===== config.mk =====
export PLATFORM = sky130hd
export DESIGN_NAME = invaders
export DESIGN_NICKNAME = d
export VERILOG_FILES = /design/src/rtl/invaders.sv
export SDC_FILE = /design/constraint.sdc
export NUM_CORES = 1
export LEC_CHECK = 0
export ABC_AREA = 0
export CORE_MARGIN = 2
export CORE_UTILIZATION = 45
export CTS_CLUSTER_SIZE = 40
export DETAILED_ROUTE_END_ITERATION = 8
export HOLD_SLACK_MARGIN = 0.12
export PLACE_DENSITY = 0.79
export SETUP_SLACK_MARGIN = 0.2
export SYNTH_ARGS = -nofsm -noshare
export SYNTH_HDL_FRONTEND = slang
export SYNTH_SLANG_ARGS = --single-unit

===== constraint.sdc =====
create_clock -name i_clk_36MHz -period 3.27 [get_ports i_clk_36MHz]
set_clock_uncertainty 0.1 [all_clocks]
set_input_delay 0.4905 -clock i_clk_36MHz [delete_from_list [all_inputs] [get_ports i_clk_36MHz]]
set_output_delay 0.4905 -clock i_clk_36MHz [all_outputs]
set_load 0.02 [all_outputs]

===== src/rtl/invaders.sv =====
// invaders: marching invader formation with bullet hits; define INVADERS_DESCEND_EN to descend a row on each edge turn
module invaders #(
  parameter logic [31:0] TICK_CYCLES = 32'd18000000
) (
  input  logic        i_clk_36MHz,
  input  logic        i_reset,
  input  logic [4:0]  i_bullet_x,
  input  logic [3:0]  i_bullet_y,
  output logic        o_hit,
  output logic [19:0] o_invaders_array,
  output logic [3:0]  o_invaders_row
);
  logic [31:0] count;
  logic        o_q;
  logic        direction;
  logic        hit_r;
  logic [19:0] array_r;
  logic [3:0]  row_r;
  logic [19:0] bullet_mask, cleared, moved, array_next;
  logic        hit, lead, alive, dir_next;
  logic [3:0]  row_next;
  always_comb begin
    bullet_mask = i_bullet_x < 5'd20 ? 20'd1 << i_bullet_x : 20'd0;
    hit = i_bullet_y == row_r && |(array_r & bullet_mask);
    cleared = hit ? array_r & ~bullet_mask : array_r;
    alive = |cleared;
    lead = direction ? cleared[0] : cleared[19];
    moved = direction ? cleared >> 1 : cleared << 1;
    array_next = o_q && alive && !lead ? moved : cleared;
    dir_next = direction ^ (o_q && alive && lead);
`ifdef INVADERS_DESCEND_EN
    row_next = o_q && alive && lead && row_r != 4'd15 ? row_r + 4'd1 : row_r;
`else
    row_next = row_r;
`endif
  end
  always_ff @(posedge i_clk_36MHz) begin
    if (i_reset) begin
      count     <= 32'd0;
      o_q       <= 1'b0;
      direction <= 1'b0;
      hit_r     <= 1'b0;
      array_r   <= 20'h001ff;
      row_r     <= 4'd1;
    end else begin
      count     <= count == TICK_CYCLES - 32'd1 ? 32'd0 : count + 32'd1;
      o_q       <= count == TICK_CYCLES - 32'd1;
      direction <= dir_next;
      hit_r     <= hit;
      array_r   <= array_next;
      row_r     <= row_next;
    end
  end
  assign o_hit = hit_r;
  assign o_invaders_array = array_r;
  assign o_invaders_row = row_r;
endmodule


Yosys cells after proc, flatten, opt, wreduce, memory -nomap -nowiden
Index checks and enable logic that the tools add are counted. Widths: inputs -> output; s select.

Logic and storage cells: 27. Input port bits: 11. Output and inout port bits: 25. Register bits after elaboration: 55.

Bitwise operators: 4. Add/sub/neg operators: 1. $lt $le $gt $ge: 1. Reductions and logical operators: 8. Shift operators: 1. Equal/unequal tests: 2. Muxes and demuxes: 5.

Operators with widths (count): $mux 20 (4); $and 20x20->20 (2); $reduce_or 20->1 (2); $add 32x1->32 const B (1); $eq 32x25->1 const B (1); $not 20->20 (1); $shl 1x5->20 const A (1); $lt 5x5->1 const B (1); $eq 4x1->1 const B (1); $logic_and 1x1->1 (4); $reduce_or 2->1 (1); $logic_not 1->1 (1); $mux 1 (1); $xor 1x1->1 (1).

Depth between registers and ports, before layout
Gate-level depths: netlist of run 1.

Depth in word-level cells: 10. Depth in mapped cells: 13. Depth with buffers taken out: 9.

Worst setup path before layout of run 1
OpenSTA, ideal clock, no wires.

Kind: input-to-reg. Start point: input i_bullet_x[4]. End point: register array_r[19], in the netlist o_invaders_array[19]. Setup time: 0.087 ns. Setup slack: 0.166 ns. Stages on the path: 12. Data arrival time: 2.917 ns. Data required time: 3.083 ns. Buffers on the path: 4. Cells stage by stage: buf_6 or4b_1 o32ai_1 a2111oi_1 buf_6 and2_4 or4_4 a311oi_4 buf_6 buf_6 nand4_1 o31ai_1.

Longest elaborated chain between the ends: 10.

Ends and longest elaborated chain: from (decl) (RTL line 7) `input logic [4:0] i_bullet_x,`; $lt 5x5->1 / $shl 1x5->20 (equally long branches) (RTL line 23) `bullet_mask = i_bullet_x < 5'd20 ? 20'd1 << i_bullet_x : 20'd0;`; $mux 20 * (RTL line 23); $and 20x20->20 (RTL line 24) `hit = i_bullet_y == row_r && |(array_r & bullet_mask);`; $reduce_or 20->1 (RTL line 24); $logic_and 1x1->1 (RTL line 24); $mux 20 * (RTL line 25) `cleared = hit ? array_r & ~bullet_mask : array_r;`; $reduce_or 20->1 / $mux 1 (equally long branches) (RTL line 26, 27); $logic_and 1x1->1 / $logic_not 1->1 (equally long branches) (RTL line 29) `array_next = o_q && alive && !lead ? moved : cleared;`; $logic_and 1x1->1 (RTL line 29); $mux 20 * (RTL line 29); to (signal assigned) (RTL line 50) `array_r <= array_next;`; to (decl) (RTL line 17) `logic [19:0] array_r;`.

Mark *: on every way between the ends. The rest lies on a longest branch, timed or not. A chain may end at the register's enable or synchronous reset.

Worst setup path in the final report of run 1
Start point: input i_bullet_y[0]. End point: register array_r[11], in the netlist o_invaders_array[11].

Longest elaborated chain between the ends: 7.

Ends and longest elaborated chain: from (decl) (RTL line 8) `input logic [3:0] i_bullet_y,`; $eq 4x1->1 * (RTL line 24); $logic_and 1x1->1 * (RTL line 24); $mux 20 * (RTL line 25); $reduce_or 20->1 / $mux 1 (equally long branches) (RTL line 26, 27); $logic_and 1x1->1 / $logic_not 1->1 (equally long branches) (RTL line 29); $logic_and 1x1->1 (RTL line 29); $mux 20 * (RTL line 29).

Marked as above.

==> summary.md, run 1 <==
| Metric | Value |
|---|---|
| Root buffer selected by CTS | clkbuf_8 |
| GP Congestion | 0.9943 |
| Number of global-route vias before repair | 3345 |
| Area of the die | 0.008188 mm² |
| Largest stage delay, worst path | 0.48 ns |
| CP bufs+invs | 4 |
| Sw Share | 26.63% |
| Maximum vdd drop | 0.0003239 V |
| Synth warnings | 0 |
| Distinct cell type count after synthesis | 71 |
| Row cnt | 31 |
| Top cells by area, synth | dfxtp_1 (33%), nor2_1 (6.5%), xor2_1 (4.2%) |
| Antenna Cells | 0 |
| Final ANT Viol Nets | 0 |
| Slew HR | 53.31% |
| Layout area overhead | 31.78% |
| Status | finished clean |
| Starting density of the core | 46.40% |
| Crit-path leading delay family | buffers and inverters |
| Crit-path most repeated cell | a311oi_4 |
| Core Region | 0.007253 mm² |
| Register area share after synthesis | 32.71% |
| DP HPWL | 7.222 mm |
| Vias | 3470 |
| Crit-path cells | clkdlybuf4s50_1, or4b_4, nor2_2, buf_4, nand2_2, a311oi_4, nor3_2, a311oi_4, buf_6, bufbuf_16, a21o_1, a21oi_1 |
| Worst setup SP type | primary input |
| Ys flop type | dfxtp_1 |
| Initial antenna violation count | 0 |
| CP Capture Type | flop |
| DP Worst Slack | -0.4335 ns |
| Post-synth EDFFs | 0 |
| Largest area contributor in the netlist | dfxtp_1 |
| Max Cap Viol | 0 |
| Fin. max-slew vios | 0 |
| # DRC | 0 |
| Worst-path clk slew | 0.10 ns |
| H-tree lvl count | 2 |
| CTS Buffer Depth | 2 |
| # clock sinks | 55 |
| CP max-delay cell | or4b_4 |
| Pin count of the biggest net entering global routing | 32 |
| Reg-to-reg critical path startpoint | o_invaders_array[10] |
| Clk pwr share | 33.2% |
| Syn Area/Cell | 8.052 µm² |
| Tmin final | 2.971 ns |
| Worst hold path startpoint | count[0] |
| I/O Pins | 36 |
| Layout cell share with drive strength beyond 1 | 23.35% |
| TritonCTS clock tree | built |
| Final Cell Area | 0.004436 mm² |
| Clock Latency Late Sink | 0.32 ns |
| Path type of the worst setup path | primary input to flop |
| DR WL/cell | 16.75 µm |
| Hold Buf Count CTS | 0 |
| 1st-pass router iterations | 5 |
| P per Cell Area | 274.0 mW/mm² |
| Min-delay worst type | flop to flop |
| Final Hold Vio Count | 0 |
| Data arrival, critical path | 3.08 ns |
| Setup tns final | 0 ns |
| Measured slew at the worst slew-check pin | 0.6996 ns |
| Internal power | 0.8917 mW |
| First-pass GRT wire length | 16.36 mm |
| GRT Total Usage | 24.42% |
| Final nets | 512 |
| CP startpoint | i_bullet_y[0] |
| CTS buffer count | 5 |
| Cell area after synthesis | 0.003366 mm² |
| DP Area | 0.004141 mm² |
| Final Cycle Share | 90.86% |
| Final setup violation count | 0 |
| Fmax | 336.6 MHz |
| Top cell type's share of synthesized area | 32.71% |
| Final wirelength | 10.05 mm |
| Worst endpoint required time | 3.38 ns |
| Die Span X | 90.49 µm |
| Setup slack after layout | 0.2989 ns |
| Asr flop ratio synth | 0% |
| Final core occ | 61.15% |
| NetSw | 0.3236 mW |
| Die Height | 90.49 µm |
| Sequential cell fraction of total power | 55.6% |
| Gr ovfl total | 0 |
| Leakage | 1.718 nW |
| Drt via density | 5.783 |
| 1st-iter DRT viols | 280 |
| Comb power frac | 11.2% |
| RSZ-0062 raised after global routing | no |
| Power Total | 1.215 mW |
| Crit Path Max Fanout | 11 |
| IO buf count | 31 |
| Number of synthesized register bits | 55 |
| Cells after Synth | 418 |
## worst reg2reg max path, cell delays in order (launching register included)
cell and delay (ns):
dfxtp_1 0.47, nand2_1 0.10, a2bb2oi_1 0.13, o32a_1 0.38
and2_4 0.20, or4_4 0.50, a311oi_4 0.24, buf_6 0.18
bufbuf_16 0.28, a21o_1 0.11, a21oi_1 0.06
## placed cells by master, fill, tap and decap left out, drive strengths merged, types with 4 or more instances in the layout
cell type	count
nor2	58
and2	10
nor3	6
or3	5
nor2b	5
inv	16
xor2	16
clkbuf	10
nor4	6
a311oi	4
o31ai	8
o2111a	4
nand4	5
clkdlybuf4s50	23
o21ai	22
conb	4
xnor2	10
and3	9
dfxtp	55
a211oi	4
buf	71
nand2b	6
nand2	34
a21oi	20
mux2i	10
o22ai	4
nand3	20
## final cells by class
cell class / count / area (µm²)
Fill cell: 655 / 2818
Multi-Input combinational cell: 321 / 2163
Sequential cell: 55 / 1101
Timing Repair Buffer: 103 / 898.4
Tap cell: 99 / 123.9
Clock buffer: 5 / 68.82
Inverter: 14 / 52.55
Clock inverter: 3 / 27.53
## state kept, by name (all words and copies together) (netlist names)
| register | count |
|---|---|
| o_q | 1 |
| o_hit | 1 |
| direction | 1 |
| count | 32 |
| o_invaders_array | 20 |
## worst paths after layout
| check | slack (ns) | to | depth (start not counted) |
|---|---|---|---|
| hold / removal | 0.37 | count[0] | 1 |
| setup / recovery | 0.30 | o_invaders_array[11] | 12 |
| hold reg to reg | 0.37 | count[0] | 1 |
| setup reg to reg | 0.42 | o_invaders_array[11] | 10 |
## synthesized netlist by cell type (all sizes together), types with 6 or more instances
master and number:
xor2 16, and2 10, mux2i 10, nand3 20
inv 14, nand2 34, and3 9, buf 18
nand2b 6, dfxtp 55, o21ai 22, o31ai 8
nor2 58, a21oi 20, xnor2 10, nor3 6
nor4 6, clkbuf 12
## per-layer routing
metal  global-route usage, %  vias up  routed length [µm]
li1                        -     1657                   -
met2                   41.17      139                4859
met3                   5.843       23                 755
met1                   30.35     1651                4197
met5                       0        -                   0
met4                   8.718        0                 238
## what timing repair did
item                                    4_1_cts  5_1_grt
pin swaps                                     5        7
resized for setup                            16       28
buffers inserted                              2        3
cloned                                        1        0
endpoints found under the setup margin       20       20
## stage by stage
stage | hold WS (ns) | cells
global route | 0.4033 | 600
global placement | 0.3369 | 586
detailed placement | 0.3499 | 586
CTS | 0.3724 | 597
finish | 0.3658 | 600
floorplan | 0.3260 | 420
## power by group through the flow
stage	clock network, mW	logic, mW	registers, mW
floorplan	0	0.0724	0.691
global placement	0	0.121	0.691
detailed placement	0	0.122	0.691
CTS	0.411	0.125	0.676
global route	0.439	0.146	0.677
finish	0.403	0.137	0.676
## kinds of logic (layout without fill, tap and decap cells)
family                     count (synthesis)  count (layout)  share of synthesized area [%]
and+or+nand+nor                          182             182                          28.18
AOI/OAI and AO/OA                         96              96                          20.86
DFF                                       55              55                          32.71
buffers and inverters                     44             125                          7.249
xor gates and xnor gates                  26              26                          6.766
muxes                                     12              12                          3.643
other                                      2               4                         0.2231
adders and majority gates                  1               1                         0.3717
Power figures use the tool's default switching activity.
==> run 2, diff against run 1 <==
CTS_CLUSTER_DIAMETER = 80   (was unset)
==> results of run 2 <==
Same layout as run 1: the final DEF is identical, and so are final timing and power.
==> run 3, diff against run 2 <==
CORE_MARGIN = 10   (was 2)
==> run 3 against run 2 <==
Utilization is 1.9 points higher. Wire length is 3.1% higher. Via count is 0.46% higher. First-iteration DRC count is 17% higher. Hold slack worse by 0.0018 ns.
==> summary.md, run 3 (synthesis results as in run 1) <==
| Metric | Value |
|---|---|
| Area of the die | 0.01134 mm² (+38%) |
| Setup slack after layout | 0.2201 ns (-0.07884 ns) |
| I/O Pins | 36 (unchanged) |
| Met2 global-route usage | 28.49% (-13 points) |
| # clock sinks | 55 (unchanged) |
| Slew HR | 52.43% (-0.88 points) |
| Worst hold path startpoint | count[0] |
| Sw Share | 26.04% (-0.58 points) |
| 1st-iter DRT viols | 327 (+17%) |
| CTS Buffer Depth | 2 (unchanged) |
| Maximum vdd drop | 0.0002832 V (-13%) |
| Internal power | 0.8912 mW (about the same) |
| GRT busiest layer | met2 |
| Row cnt | 31 (unchanged) |
| Clk pwr share | 31.9% (-1.3 points) |
| Worst setup SP type | primary input |
| Min-delay worst type | flop to flop |
| Worst endpoint required time | 3.40 ns (+0.02 ns) |
| Final Cell Area | 0.004574 mm² (+3.1%) |
| Path depth of the worst reg2reg path | 12 (+2) |
| GRT Total Usage | 17.22% (-7.2 points) |
| Top reg by flops | count |
| NetSw | 0.3138 mW (-3.0%) |
| Final ANT Viol Nets | 0 (unchanged) |
| CP startpoint | i_bullet_x[2] |
| Fin. max-slew vios | 0 (unchanged) |
| Final wirelength | 10.36 mm (+3.1%) |
| Vias | 3486 (+0.46%) |
| Path type of the worst setup path | primary input to flop |
| Core Region | 0.007253 mm² (unchanged) |
| Measured slew at the worst slew-check pin | 0.7113 ns (+0.01178 ns) |
| Data arrival, critical path | 3.18 ns (+0.10 ns) |
| Leakage | 1.789 nW (+4.1%) |
| Max Cap Viol | 0 (unchanged) |
| Crit Path Max Fanout | 10 (-1) |
| RSZ-0062 raised after global routing | no |
| DP Area | 0.004136 mm² (-0.12%) |
| Met1 GRT Util | 21.38% (-9.0 points) |
| # DRC | 0 (unchanged) |
| Number of flip-flops under the largest register name | 32 (unchanged) |
| Worst hold slack | 0.3640 ns (-0.001834 ns) |
| Commonest non-fill, non-tap cell in the layout | buf_4 |
| TritonCTS clock tree | built |
| Die Height | 106.5 µm (+18%) |
| GP Congestion | 1.042 (+4.8%) |
| Fmax | 327.9 MHz (-2.6%) |
| Root buffer selected by CTS | clkbuf_8 |
| DP HPWL | 7.470 mm (+3.4%) |
| Hold Buf Count CTS | 0 (unchanged) |
| CTS buffer count | 5 (unchanged) |
| Power Total | 1.205 mW (-0.85%) |
| Number of global-route vias before repair | 3283 (-1.9%) |
| Final Hold Vio Count | 0 (unchanged) |
| Worst-path clk slew | 0.10 ns (about the same) |
| Initial antenna violation count | 0 (unchanged) |
| CP Capture Type | flop |
| Final nets | 517 (+0.98%) |
| Final setup violation count | 0 (unchanged) |
| Layout area overhead | 35.91% |
| Antenna Cells | 0 (unchanged) |
| Clock Latency Late Sink | 0.31 ns (about the same) |
| P per Cell Area | 263.4 mW/mm² (-3.9%) |
| First-pass GRT wire length | 16.34 mm (-0.12%) |
| 1st-pass router iterations | 5 (unchanged) |
| Die Span X | 106.5 µm (+18%) |
| Starting density of the core | 46.40% (unchanged) |
| Final Cycle Share | 93.27% (+2.4 points) |
| Drt via density | 5.762 (-0.37%) |
| Layout cell share with drive strength beyond 1 | 26.88% (+3.5 points) |
| H-tree lvl count | 2 (unchanged) |
| Commonest non-fill, non-tap cells in the layout | buf_4 (67), nor2_1 (56), dfxtp_1 (55), nand2_1 (29), clkdlybuf4s50_1 (22) |
| Pin count of the biggest net entering global routing | 32 (unchanged) |
| DR WL/cell | 17.12 µm (+2.2%) |
| IO buf count | 31 (unchanged) |
| DP Worst Slack | -0.4706 ns (-0.03714 ns) |
| Tmin final | 3.050 ns (+0.07884 ns) |
| Reg-to-reg critical path startpoint | o_invaders_array[12] |
| Gr ovfl total | 0 (unchanged) |
| Status | finished clean |
| Comb power frac | 12.1% (+0.9 points) |
| Sequential cell fraction of total power | 56.1% (+0.5 points) |
| Hold Path Depth | 1 (unchanged) |
| Met3 GRT Util | 3.986% (-1.9 points) |
==> run 3: area by class of cell <==
cell class                      instances  area [µm²]
Timing Repair Buffer                  108       955.9
Multi-Input combinational cell        321        2250
Inverter                               14       52.55
Clock inverter                          3       22.52
Tap cell                               99       123.9
Fill cell                             621        2679
Clock buffer                            5       68.82
Sequential cell                        55        1101
==> run 3: power by group through the flow <==
stage	logic [mW]	clock network, mW	registers [mW]
after floorplan	0.0724	0	0.691
after global placement	0.120	0	0.691
after detailed placement	0.121	0	0.691
after CTS	0.127	0.395	0.676
final	0.145	0.384	0.676
after global routing	0.153	0.418	0.676
==> run 3: routing by layer <==
| metal | vias up | share of wire (%) | wire length, µm |
|---|---|---|---|
| li1 | 1670 | - | - |
| met1 | 1648 | 44 | 4587 |
| met2 | 139 | 46 | 4795 |
| met3 | 29 | 6.6 | 683 |
| met4 | 0 | 2.8 | 293 |
| met5 | - | 0 | 0 |
==> run 3: through the flow <==
step	utilization [%]	instances	setup TNS, ns
after floorplan	-	420	0
after global placement	57.03	587	-7.948
after detailed placement	57.03	587	-8.616
after CTS	59.58	597	0
after global routing	63.07	605	0
final	63.07	605	0
==> run 3: repair_timing <==
| item | in CTS | in global routing |
|---|---|---|
| gates cloned | 1 | 2 |
| pin swaps | 5 | 15 |
| buffers inserted | 1 | 6 |
| gates resized for setup | 23 | 45 |
| hold endpoints to repair | 0 | 0 |
| setup endpoints to repair | 20 | 20 |
==> run 3: worst paths after layout <==
check	endpoint	slack [ns]
worst max-delay path	o_invaders_array[2]	0.22
worst min-delay path	count[0]	0.36
worst max register to register	o_invaders_array[2]	0.25
worst min register to register	count[0]	0.36
==> run 3: worst max-delay path: stages <==
cell and delay, ns:
buf_2 0.16, buf_4 0.18, or3_1 0.39, o32a_4 0.28, and3_4 0.24, o41ai_1 0.45, and4bb_1 0.32, nand3_4 0.14
clkbuf_16 0.20, o2111a_1 0.15, o21ai_1 0.18
